===== config.mk =====
export PLATFORM = sky130hd
export DESIGN_NAME = prog_loader_ctrl_flat
export DESIGN_NICKNAME = d
export VERILOG_FILES = /design/src/rtl/prog_loader_ctrl_if.sv /design/src/rtl/prog_loader_ctrl.sv /design/src/flat_wrapper.sv
export SDC_FILE = /design/constraint.sdc
export NUM_CORES = 1
export LEC_CHECK = 0
export ABC_AREA = 1
export BUFFER_PORTS_ARGS = -buffer_cell sky130_fd_sc_hd__buf_4
export CAP_MARGIN = 20
export CORE_UTILIZATION = 41
export DETAILED_ROUTE_END_ITERATION = 16
export PLACE_DENSITY_LB_ADDON = 0.2
export REMOVE_ABC_BUFFERS = 1
export SETUP_SLACK_MARGIN = 0.4
export SLEW_MARGIN = 20
export SYNTH_ARGS = -nofsm -noshare
export SYNTH_HDL_FRONTEND = slang
export SYNTH_SLANG_ARGS = --single-unit
export TNS_END_PERCENT = 30

===== constraint.sdc =====
create_clock -name clk -period 3 [get_ports clk]
set_clock_uncertainty 0.05 [all_clocks]
set_input_delay 0.3 -clock clk [delete_from_list [all_inputs] [get_ports clk]]
set_output_delay 0.3 -clock clk [all_outputs]
set_load 0.005 [all_outputs]

===== src/rtl/prog_loader_ctrl_if.sv =====
// Byte stream in, word-write port out, as seen between the UART receiver,
// the program loader and the memory write port.
interface prog_loader_ctrl_if;
   logic        s_valid;
   logic [7:0]  s_data;
   logic        s_ready;
   logic        mem_we;
   logic [31:0] mem_addr;
   logic [31:0] mem_wdata;
   logic [3:0]  mem_be;

   // master: the loader controller; slave: the stream source plus memory port
   modport master (input s_valid, s_data,
                   output s_ready, mem_we, mem_addr, mem_wdata, mem_be);
   modport slave  (output s_valid, s_data,
                   input s_ready, mem_we, mem_addr, mem_wdata, mem_be);
endinterface


===== src/rtl/prog_loader_ctrl.sv =====
// Boot-time program loader: packs a byte stream little-endian into 32-bit
// words, writes them with byte enables and holds the CPU in reset until done.
module prog_loader_ctrl #(
   parameter int ADDR_W = 7
) (
   input  logic              clk,
   input  logic              rstn,
   input  logic              start,
   input  logic [ADDR_W-1:0] len,
   prog_loader_ctrl_if.master bus,
   output logic              busy,
   output logic              done,
   output logic              err,
   output logic              cpu_rstn
);
   typedef enum logic [1:0] {IDLE, LOAD, WRITE, DONE} state_t;

   localparam logic [ADDR_W-1:0] CNT_ONE  = ADDR_W'(1);
   localparam logic [ADDR_W-3:0] BASE_ONE = (ADDR_W-2)'(1);

   state_t            state_q, state_d;
   logic [ADDR_W-1:0] len_q, len_d;
   logic [ADDR_W-1:0] cnt_q, cnt_d;
   logic [ADDR_W-3:0] base_q, base_d;
   logic [31:0]       lane_buf_q, lane_buf_d;
   logic [3:0]        be_q, be_d;
   logic              err_q, err_d;
   logic              cpu_rstn_q, cpu_rstn_d;

   always_ff @(posedge clk or negedge rstn) begin
      if (!rstn) begin
         state_q    <= IDLE;
         len_q      <= '0;
         cnt_q      <= '0;
         base_q     <= '0;
         lane_buf_q <= '0;
         be_q       <= '0;
         err_q      <= 1'b0;
         cpu_rstn_q <= 1'b0;
      end else begin
         state_q    <= state_d;
         len_q      <= len_d;
         cnt_q      <= cnt_d;
         base_q     <= base_d;
         lane_buf_q <= lane_buf_d;
         be_q       <= be_d;
         err_q      <= err_d;
         cpu_rstn_q <= cpu_rstn_d;
      end
   end

   always_comb begin
      state_d    = state_q;
      len_d      = len_q;
      cnt_d      = cnt_q;
      base_d     = base_q;
      lane_buf_d = lane_buf_q;
      be_d       = be_q;
      err_d      = 1'b0;
      cpu_rstn_d = cpu_rstn_q;
      case (state_q)
         IDLE: begin
            if (start) begin
               if (len != '0) begin
                  len_d      = len;
                  cnt_d      = '0;
                  base_d     = '0;
                  lane_buf_d = '0;
                  be_d       = '0;
                  cpu_rstn_d = 1'b0;
                  state_d    = LOAD;
               end else begin
                  err_d = 1'b1;
               end
            end
         end
         LOAD: begin
            if (bus.s_valid) begin
               lane_buf_d[8*cnt_q[1:0] +: 8] = bus.s_data;
               be_d[cnt_q[1:0]]              = 1'b1;
               cnt_d                         = cnt_q + CNT_ONE;
               // a full word or the final byte of the image triggers a write
               if (cnt_q[1:0] == 2'd3 || cnt_d == len_q) begin
                  state_d = WRITE;
               end
            end
         end
         WRITE: begin
            lane_buf_d = '0;
            be_d       = '0;
            base_d     = base_q + BASE_ONE;
            if (cnt_q == len_q) begin
               cpu_rstn_d = 1'b1;
               state_d    = DONE;
            end else begin
               state_d = LOAD;
            end
         end
         DONE: state_d = IDLE;
         default: state_d = IDLE;
      endcase
   end

   // write-port fields are forced to zero outside the single WRITE cycle
   always_comb begin
      bus.s_ready   = (state_q == LOAD);
      bus.mem_we    = (state_q == WRITE);
      bus.mem_addr  = '0;
      bus.mem_wdata = '0;
      bus.mem_be    = '0;
      if (state_q == WRITE) begin
         bus.mem_addr  = {{(32-ADDR_W){1'b0}}, base_q, 2'b00};
         bus.mem_wdata = lane_buf_q;
         bus.mem_be    = be_q;
      end
   end

   assign busy     = (state_q == LOAD) || (state_q == WRITE);
   assign done     = (state_q == DONE);
   assign err      = err_q;
   assign cpu_rstn = cpu_rstn_q;
endmodule


===== src/flat_wrapper.sv =====
// flat-port wrapper written by rule: the top's interface ports become plain ports
module prog_loader_ctrl_flat 
#(
   parameter int ADDR_W = 7
)
  (clk, rstn, start, len, busy, done, err, cpu_rstn, bus_s_valid, bus_s_data, bus_s_ready, bus_mem_we, bus_mem_addr, bus_mem_wdata, bus_mem_be);
  prog_loader_ctrl_if bus_i ();
  input  logic clk;
  input  logic rstn;
  input  logic start;
  input  logic [ADDR_W-1:0] len;
  output logic busy;
  output logic done;
  output logic err;
  output logic cpu_rstn;
  input wire logic [$bits(bus_i.s_valid)-1:0] bus_s_valid;
  input wire logic [$bits(bus_i.s_data)-1:0] bus_s_data;
  output wire logic [$bits(bus_i.s_ready)-1:0] bus_s_ready;
  output wire logic [$bits(bus_i.mem_we)-1:0] bus_mem_we;
  output wire logic [$bits(bus_i.mem_addr)-1:0] bus_mem_addr;
  output wire logic [$bits(bus_i.mem_wdata)-1:0] bus_mem_wdata;
  output wire logic [$bits(bus_i.mem_be)-1:0] bus_mem_be;
  assign bus_i.s_valid = bus_s_valid;
  assign bus_i.s_data = bus_s_data;
  assign bus_s_ready = bus_i.s_ready;
  assign bus_mem_we = bus_i.mem_we;
  assign bus_mem_addr = bus_i.mem_addr;
  assign bus_mem_wdata = bus_i.mem_wdata;
  assign bus_mem_be = bus_i.mem_be;
  prog_loader_ctrl #(.ADDR_W(ADDR_W)) u_core (.clk(clk), .rstn(rstn), .start(start), .len(len), .bus(bus_i), .busy(busy), .done(done), .err(err), .cpu_rstn(cpu_rstn));
endmodule

==> results.ini <==
[worst_hold_path]
hold_path.class = input pin to asynchronous set/reset pin

[critical_path]
worst_r2r_startpoint = u_core.cnt_q[0]
cp_max_fo = 17
crit_arrival_ns = 2.46
worstSetupStartpointType = flop
cp-startpoint = u_core.cnt_q[0]
path_cells = inv_2, ha_1, clkinv_1, nor4_4, nand2_1, o21ai_0
crit_path_max_incr_delay_ns = 0.50
cpMaxStageDelayCell = dfrtp_1
cp_top_family = buffers and inverters
path_class = flop to flop
cp_num_buf_inv = 2
worstSetupEndpointType = flop
crit_required_ns = 3.20

[outcome]
outcome = finished, violations left
violations = negative hold slack

[layout]
layout-drive-gt1-share = 0.202
layout-area-overhead-vs-synth_pct = 17.8
fin_util = 0.494
final_cells = 673
nets = 588
diodes = 0
fin_area_um2 = 4290
final_common_cell = nand2_1
final_cell_mix = nand2_1, inv_1, buf_4, dfrtp_1, o21ai_0

[cts]
cts_sinks = 59
post_cts_buffers = 0
cts_tree = yes
htreeDepth = 3
cts_buffers = 9
cts_root_buf = clkbuf_8
clk_path_buf_depth = 2
path_clk_slew_ns = 0.08
post_cts_resized = 0
holdBufCountCts = 0
clk_latency_ns = 0.34

[global_route]
grt_max_degree = 60
grt_first_pass_wirelength_um = 12900
antenna_found_initial = 0
grt.overflow.total = 0
grtUsageTotal = 0.183
grt_pass1_vias = 2799

[synth]
ys_seq_area_frac = 0.406
avgSynthCellArea_um2 = 7.34
netlist_area_um2 = 3640
netlist_top_cells_area = dfrtp_1, nand2_1, inv_1
synth_cell_types = 35
ys_ff_latch = 59
ys_warn_count = 0
synth_largest_area_cell = dfrtp_1
synth.top_cell.area_share = 0.406
syn_inst = 496

[timing]
final_hold_viol_count = 30
fmax_mhz = 444
fin_tns_setup_ns = 0
fin_ws_ns = 0.747
min_period_over_period = 0.751
slew_viol_final = 0
rsz0062_at_grt = false
worst_slew_pin_slew_ns = 0.751
hold-worst-slack_ns = -0.0174
relSlewSlack = 0.500
setup_viol = 0
period_needed_ns = 2.25

[floorplan]
io_pins = 93
die_w_um = 96.2
dieArea_um2 = 9260
die_y_um = 96.2
start_util = 0.419
core_area_um2 = 8680
placementRows = 34

[placed_design]
place.gp.congestion = 0.811
dpl_cell_area_um2 = 4090
portBuffers = 65
dpl_worst_slack_ns = 0.765
placedCellCount = 657
dpl.hpwl_um = 5740

[routing]
met1Wirelength_um = 3780
drtIter0Drc = 126
route.antenna.remaining_nets = 0
highest_layer = met4
dr_total_vias = 3051
wl_per_cell_um = 11.7
viasPerCell = 4.53
wl_met2_um = 3690
drc_errors = 0
wirelength_um = 7870
met3_wirelength_um = 323
first_pass_iters = 4

[pwr]
power_density_nw_per_um2 = 735
vdd_ir_drop_max_mv = 0.554
leakage_nw = 2.39
power_mw = 3.15

[run]
cap_violations = 0

## sequential cells by signal (all words and copies together) (netlist names)
name	flops
u_core.be_q	4
u_core.len_q	7
u_core.cnt_q	7
u_core.state_q	2
u_core.err	1
u_core.base_q	5
u_core.cpu_rstn	1
u_core.lane_buf_q	32
## cells by family after synthesis
logic type / count (synthesis) / share of synthesized area
AO/OA/AOI/OAI: 65 / 0.107
adder cells (fa/ha/maj): 9 / 0.0309
AND/OR/NAND/NOR: 240 / 0.281
buffers and inverters: 115 / 0.158
XOR/XNOR: 7 / 0.0168
other: 1 / 0.00103
flip-flops: 59 / 0.406
## layer usage
metal | track usage | vias up
met2 | 0.320 | 73
met3 | 0.0419 | 8
li1 | - | 1592
met4 | 0.0522 | 0
met1 | 0.225 | 1378
met5 | 0 | -
## cells in the mapped netlist, drive strengths merged
cell and instances:
a21oi 2, buf 37, clkbuf 3, clkinv 2, conb 1, dfrtp 59, ha 9, inv 73
nand2 178, nand3 25, nand3b 2, nand4 2, nor2 27, nor3 3, nor4 1, o211ai 3
o21a 1, o21ai 59, or2 2, xnor2 2, xor2 5
## layout make-up
type / count / area, um^2
inverters: 75 / 284
clock buffers: 9 / 124
fillers: 883 / 4390
clock inverters: 7 / 77.6
well taps: 108 / 135
multi-input cells: 348 / 1690
flip-flops and latches: 59 / 1480
repair buffers: 67 / 503
## power by group
part / internal [mW] / switching [mW]
Clock: 0.389 / 0.347
Combinational: 0.416 / 0.939
Sequential: 0.936 / 0.126
Total: 1.74 / 1.41
## path summary, 6_finish.rpt
check | endpoint | slack, ns | depth (start not counted)
max in group asynchronous | u_core.be_q[3] | 2.42 | 1
max | u_core.lane_buf_q[5] | 0.75 | 6
min reg2reg | u_core.lane_buf_q[19] | 0.44 | 2
min in group clk | u_core.len_q[3] | 0.13 | 3
max reg2reg | u_core.lane_buf_q[5] | 0.75 | 6
min | u_core.lane_buf_q[16] | -0.02 | 1
Power figures use the tool's default switching activity.
